## src/rtl/mul_div_seq_unit.sv

```systemverilog
// ============================================================================
// Module   : mul_div_seq_unit
// Brief    : Radix-2 shift-add multiplier for MUL/MULH/MULHSU/MULHU (32x32->64).
//            Optional macro MUL_EARLY_OUT_EN short-circuits zero operands.
// Revision : 1.0 - initial release
// ============================================================================
`default_nettype none

module mul_div_seq_unit (
    input  logic        clk,
    input  logic        rst,
    input  logic        start,
    input  logic [4:0]  ALUContrl,
    input  logic [31:0] src1,
    input  logic [31:0] src2,
    output logic        busy,
    output logic        done,
    output logic [31:0] result
);

    localparam logic [4:0] C_OP_MUL    = 5'b10001;
    localparam logic [4:0] C_OP_MULH   = 5'b10010;
    localparam logic [4:0] C_OP_MULHSU = 5'b10011;
    localparam logic [4:0] C_OP_MULHU  = 5'b10100;

    typedef enum logic [1:0] {
        S_IDLE = 2'd0,
        S_CALC = 2'd1,
        S_SIGN = 2'd2,
        S_DONE = 2'd3
    } state_t;

    state_t      state_q,  state_d;
    logic [63:0] mcand_q,  mcand_d;
    logic [31:0] mplier_q, mplier_d;
    logic [63:0] acc_q,    acc_d;
    logic [5:0]  cnt_q,    cnt_d;
    logic        neg_q,    neg_d;
    logic        lo_q,     lo_d;
    logic [31:0] result_q, result_d;

    logic        w_accept;
    logic        w_s1_signed;
    logic        w_s2_signed;
    logic        w_s1_neg;
    logic        w_s2_neg;
    logic [31:0] w_mag1;
    logic [31:0] w_mag2;
    logic [63:0] w_acc_fin;

    assign w_accept    = start && (ALUContrl >= C_OP_MUL) && (ALUContrl <= C_OP_MULHU);
    assign w_s1_signed = (ALUContrl == C_OP_MULH) || (ALUContrl == C_OP_MULHSU);
    assign w_s2_signed = (ALUContrl == C_OP_MULH);
    assign w_s1_neg    = w_s1_signed && src1[31];
    assign w_s2_neg    = w_s2_signed && src2[31];
    assign w_mag1      = w_s1_neg ? (~src1 + 32'd1) : src1;
    assign w_mag2      = w_s2_neg ? (~src2 + 32'd1) : src2;
    assign w_acc_fin   = neg_q ? (~acc_q + 64'd1) : acc_q;

    always_comb begin
        state_d  = state_q;
        mcand_d  = mcand_q;
        mplier_d = mplier_q;
        acc_d    = acc_q;
        cnt_d    = cnt_q;
        neg_d    = neg_q;
        lo_d     = lo_q;
        result_d = result_q;
        case (state_q)
            S_IDLE: begin
                if (w_accept) begin
                    mcand_d  = {32'd0, w_mag1};
                    mplier_d = w_mag2;
                    neg_d    = w_s1_neg ^ w_s2_neg;
                    lo_d     = (ALUContrl == C_OP_MUL);
                    acc_d    = 64'd0;
                    cnt_d    = 6'd0;
                    state_d  = S_CALC;
`ifdef MUL_EARLY_OUT_EN
                    if ((src1 == 32'd0) || (src2 == 32'd0)) begin
                        result_d = 32'd0;
                        state_d  = S_DONE;
                    end
`endif
                end
            end
            S_CALC: begin
                if (mplier_q[0]) begin
                    acc_d = acc_q + mcand_q;
                end
                mcand_d  = {mcand_q[62:0], 1'b0};
                mplier_d = {1'b0, mplier_q[31:1]};
                cnt_d    = cnt_q + 6'd1;
                if (cnt_q == 6'd31) begin
                    state_d = S_SIGN;
                end
            end
            S_SIGN: begin
                acc_d    = w_acc_fin;
                result_d = lo_q ? w_acc_fin[31:0] : w_acc_fin[63:32];
                state_d  = S_DONE;
            end
            S_DONE: begin
                state_d = S_IDLE;
            end
            default: begin
                state_d = S_IDLE;
            end
        endcase
    end

    always_ff @(posedge clk) begin
        if (rst) begin
            state_q  <= S_IDLE;
            mcand_q  <= 64'd0;
            mplier_q <= 32'd0;
            acc_q    <= 64'd0;
            cnt_q    <= 6'd0;
            neg_q    <= 1'b0;
            lo_q     <= 1'b0;
            result_q <= 32'd0;
        end else begin
            state_q  <= state_d;
            mcand_q  <= mcand_d;
            mplier_q <= mplier_d;
            acc_q    <= acc_d;
            cnt_q    <= cnt_d;
            neg_q    <= neg_d;
            lo_q     <= lo_d;
            result_q <= result_d;
        end
    end

    // Outputs decode straight from registers, so nothing combinational reaches them.
    assign busy   = (state_q != S_IDLE);
    assign done   = (state_q == S_DONE);
    assign result = result_q;

endmodule

`default_nettype wire

```

## config.mk

```make
export PLATFORM = sky130hd
export DESIGN_NAME = mul_div_seq_unit
export DESIGN_NICKNAME = d
export VERILOG_FILES = /design/src/rtl/mul_div_seq_unit.sv
export SDC_FILE = /design/constraint.sdc
export NUM_CORES = 1
export LEC_CHECK = 0
export CORE_UTILIZATION = 38
export CTS_BUF_LIST = sky130_fd_sc_hd__clkbuf_2
export CTS_CLUSTER_DIAMETER = 120
export DETAILED_ROUTE_END_ITERATION = 7
export SETUP_SLACK_MARGIN = 0.02
export SLEW_MARGIN = 20
export SYNTH_ARGS = -nofsm -noshare
export SYNTH_HDL_FRONTEND = slang
export SYNTH_SLANG_ARGS = --single-unit
```

## constraint.sdc

```tcl
create_clock -name clk -period 3.14 [get_ports clk]
set_input_delay 0.628 -clock clk [delete_from_list [all_inputs] [get_ports clk]]
set_output_delay 0.628 -clock clk [all_outputs]
set_load 0.05 [all_outputs]
```

# Word level (Yosys, flattened, before mapping)
# Index checks and enable logic that the tools add are counted.
# totals
elab_cells,58
out_inout_bits,34
inputBits,72
register_bits,202
# op_classes
n_lt_le_gt_ge,2
reduce_logical,13
n_mux,16
bitwise,4
n_eq_ne,10
addsub,5
# op_table
operator,count
$mux 64,4
$pmux 64 s3,1
$mux 32,4
$pmux 64 s2,1
$add 32x1->32 const B,2
$add 64x1->64 const B,1
$add 64x64->64,1
$not 32->32,2
$not 64->64,1
$pmux 32 s2,1
$eq 5x5->1 const B,3
$pmux 6 s2,1
$pmux 2 s4,1
$add 6x1->6 const B,1
$eq 6x5->1 const B,1
$mux 6,1
$ne 2x2->1 const B,3
$reduce_and 2->1,3
$ge 5x5->1 const B,1
$le 5x5->1 const B,1
$eq 2x2->1 const B,2
$logic_and 1x1->1,4
$mux 2,2
$reduce_bool 2->1,2
6 further kinds,6

# Longest topological paths before layout
# logic_depth
depth_word,6
ltp_mapped,12
mapped_depth_nobuf,12

# Least setup slack after synthesis
# Ideal clock, no wire load.
# synth_timing
path_type,register to register
startpoint,register acc_q[0]
endpoint,register acc_q[60]
synth_period_minus_slack_ns,3.312
n_path_buf,0
arrival_ns,3.250
slack_ns,-0.172
setup_time_ns,0.062
t_required_ns,3.078
path_stages_with_launch,13
path_cell_list,dfxtp_1 -> ha_1 -> inv_1 -> fa_1 -> nor2b_1 -> o2111ai_1 -> a21oi_1 -> o41ai_1 -> or4_1 -> a21oi_1 -> a21oi_1 -> or4_1 -> nand3_1
# synth_via
elab_chain_len,4
word_cells_on_any_way,6
cone_classes,2 x add/sub; 3 x mux; 1 x bitwise
# synth_lines
element,line,rtl
"start, declared",36,"logic [63:0] acc_q, acc_d;"
"start signal, assigned",117,acc_q <= 64'd0;
"start signal, assigned",126,acc_q <= acc_d;
$not 64->64,58,assign w_acc_fin = neg_q ? (~acc_q + 64'd1) : acc_q;
$add 64x1->64,58,
$mux 64,58,
$pmux 64 s3 (*),69,case (state_q)
# Every way passes the cells marked *; elsewhere a longest branch is shown, timed or not. The select of a mux whose other input is x is not followed.
# A chain may end at the register's enable or synchronous reset.

# Worst setup path in the final report
# layout_timing
startpoint,register acc_q[20]
endpoint,register result_q[31] (netlist: result[31])
# layout_via
elab_chain_len,4
# layout_lines
element,line,rtl
$not 64->64,58,
$add 64x1->64,58,
$mux 64,58,
$mux 32,100,result_d = lo_q ? w_acc_fin[31:0] : w_acc_fin[63:32];
"end signal, assigned",130,result_q <= result_d;
"end, declared",40,"logic [31:0] result_q, result_d;"
# Every way passes these cells.

==> impl_metrics.csv <==
group,metric,value,unit
die,die_x,202,µm
outcome,violations,"negative setup slack",
worst_setup_path,reg2reg_from,"acc_q[20]",
worst_setup_path,critPathSlowestCell,"or4_4",
yosys,ys.flop_type,"dfxtp_1",
yosys,synth_fp_nets,2234,
yosys,synthArstFlopShare,0,%
detailed_routing,wl,56.6,mm
timing,skew,0.0386,ns
place,gp_congestion,0.985,
hold_path,hp-start,"src2[31]",
die,start_util,38.9,%
timing,slew_headroom,37.9,%
detailed_routing,routedWlPerCell,18.7,µm
place,placed_area,0.0189,mm²
detailed_routing,drc_errors,0,
detailed_routing,vias,17100,
global_route,grt_first_pass_wirelength,88.1,mm
global_route,grt_max_degree,113,
finish,multi_input_area,0.0111,mm²
timing,worst_slack,-0.0350,ns
worst_setup_path,crit_top_cell,"or4_4",
detailed_routing,via_per_inst,5.66,
finish,area_growth,33.4,%
global_route,grt_antenna_before_repair,1,
clock_tree,clk_path_buf_depth,3,
timing,tightestPinTransition,0.931,ns
worst_setup_path,cp_cell_sequence,"buf_6 -> or4_4 -> or4_4 -> nor4_4 -> nand2_2 -> or2_4 -> o31ai_4 -> buf_4 -> xnor2_1 -> o211ai_1 -> a21oi_1",
clock_tree,clock_latency,1.04,ns
die,die-area,0.0407,mm²
pwr,p_switching,2.77,mW
worst_setup_path,critical-path-max-stage-delay,0.53,ns
clock_tree,numClockSinks,202,
worst_setup_path,critical_path_class,"register to register",
pwr,combPwrFrac,31.2,%
finish,drive_gt1_share,22.5,%
worst_setup_path,endpoint_kind,"register",
finish,fin_cells,3021,
clock_tree,htreeDepth,2,
worst_setup_path,crit_required,4.03,ns
worst_setup_path,arrival,4.06,ns
pwr,power_switching_share,39.6,%
detailed_routing,detail_route.first_pass.iterations,5,
worst_setup_path,start_kind,"register",
timing,rsz0062_at_grt,"yes",
yosys,synth_largest_area_cell,"dfxtp_1",
pwr,leakagePower,8.07,nW
die,num_io_pins,106,
finish,final_common_cell,"nand2_1",
global_route,gr-usage-all-layers,27.1,%
worst_setup_path,cp-startpoint,"acc_q[20]",
outcome,status,"finished, violations left",
clock_tree,root_buffer,"clkbuf_2",
die,fp.dieH,202,µm
timing,finalSetupViolations,5,
pwr,vdd_drop_max,0.000394,V
yosys,ys_seq_area_share,26.7,%
pwr,finalPower,6.99,mW
hold_path,hold-path-cell-count,3,
pwr,p_int,4.22,mW
pwr,power.density,346,mW/mm²
yosys,yosys.cell_types.count,84,
place,numPortBuffers,105,
place,placedCellCount,2894,
finish,regArea,0.00408,mm²
place,dp_hpwl,43.1,mm
timing,drv_slew,0,
yosys,synth_top_area_share,26.7,%
yosys,ys_ff_latch,202,
clock_tree,cts_made_buffers,57,
yosys,netlist_area,0.0152,mm²
yosys,netlist_instances,2090,
detailed_routing,drtIter0Drc,1342,
hold_path,min_path_type,"input pin to register",
global_route,overflow,0,
timing,period_minus_slack,3.18,ns
clock_tree,clkSlewWorstSetupHoldPaths,0.11,ns
pwr,seqPwrFrac,39.3,%
worst_setup_path,reg2regPathDepth,11,
yosys,yosys_warnings,0,
yosys,netlist_top_cells_area,"dfxtp_1, nand2_1, a21oi_1",
finish,num-fill-cells,3833,
yosys,synth_edf_count,0,
die,core_area,0.0390,mm²
detailed_routing,ant_nets,0,
finish,final_area,0.0202,mm²
global_route,grt_pass1_vias,16100,
run,drv_cap,0,
die,num_rows,72,
timing,clock.fmax,315,MHz
worst_setup_path,crit_fanout,8,
finish,fin_nets,2603,
timing,hold_viol_final,0,
finish,final_cell_mix,"nand2_1, buf_4, nor2_1",
pwr,clkPwrFrac,29.5,%
timing,finalCritPeriodShare,101,%
yosys,avgSynthCellArea,7.26,µm²
clock_tree,cts_tree,"done",
==> worst paths after layout <==
check	slack, ns	endpoint
setup reg to reg	-0.04	result[31]
setup / recovery	-0.04	result[31]
hold / removal	0.25	mplier_q[31]
hold reg to reg	0.45	mplier_q[17]
==> synthesized netlist by cell type, drive strengths merged, types with 9 or more instances <==
cell type / count
a211oi: 11
a21o: 36
a21oi: 184
a22oi: 66
and2: 10
and3: 11
clkbuf: 128
dfxtp: 202
ha: 71
inv: 43
mux2i: 19
nand2: 339
nand2b: 13
nand3: 31
nand4: 37
nor2: 199
nor3: 30
nor4: 16
o211ai: 33
o21a: 13
o21ai: 185
o21bai: 18
o22ai: 14
o31a: 10
o31ai: 22
o32ai: 10
o41ai: 20
or2: 9
or3: 19
or4: 18
xnor2: 93
xor2: 75
==> per-stage QoR <==
step	worst slack, ns	hold slack, ns	util, %	TNS (ns)
after detailed placement	-0.427	0.445	48.5	-6.21
after CTS	-0.0122	0.133	50.7	-0.0207
after global routing	-0.141	0.221	51.9	-1.12
after global placement	-0.398	0.438	48.5	-4.97
final	-0.0350	0.248	51.9	-0.103
after floorplan	-0.0228	0.432	-	-0.0228
==> routing by layer <==
metal / vias to the layer above / routed length, µm / track usage [%]
met3: 111 / 3230 / 3.85
li1: 8352 / - / -
met2: 557 / 25600 / 42.9
met1: 8086 / 25800 / 36.6
met4: 0 / 2000 / 11.3
met5: - / 0 / 0
==> critical path, delay by kind of cell (launching register included) <==
kind	cells	cell delay, ns
compound gates	3	0.57
simple gates	5	1.76
buf+inv	2	0.27
flops	1	0.36
xor+xnor	1	0.05
==> registers in the layout, indices dropped and copies added, names as in the netlist <==
name	flops
state_q	2
lo_q	1
cnt_q	6
mcand_q	64
result	32
acc_q	64
neg_q	1
mplier_q	32
==> cells by family after synthesis <==
logic type	Yosys count	synth area share, %
and+or+nand+nor	758	22.7
AOI/OAI and AO/OA	690	29.1
DFF	202	26.7
buffers and inverters	180	4.50
xor gates and xnor gates	168	9.70
adders and majority gates	72	5.99
muxes	20	1.33
==> power by group through the flow <==
stage | logic (mW) | clock network [mW] | registers, mW
after CTS | 2.15 | 2.13 | 2.74
after global placement | 2.11 | 0 | 2.79
after detailed placement | 2.14 | 0 | 2.79
after floorplan | 1.20 | 0 | 2.78
final | 2.18 | 2.06 | 2.75
after global routing | 2.39 | 2.24 | 2.76
==> cell type report <==
class	instances	share of cell area (%)
diodes	2	0.0247
clock buffers	84	2.08
clock inverters	17	0.507
inverters	44	0.816
multi-input cells	1708	54.6
flip-flops and latches	202	20.2
well taps	518	3.20
repair buffers	446	18.6
==> what timing repair did <==
action,in CTS,in global routing
endpoints found under the hold margin,18,0
pin swaps,33,54
hold buffers,1,0
endpoints found under the setup margin,30,46
cloned,0,0
gates resized for setup,63,87
setup buffers,12,14
Note: power is estimated with default switching activity, not from simulation.
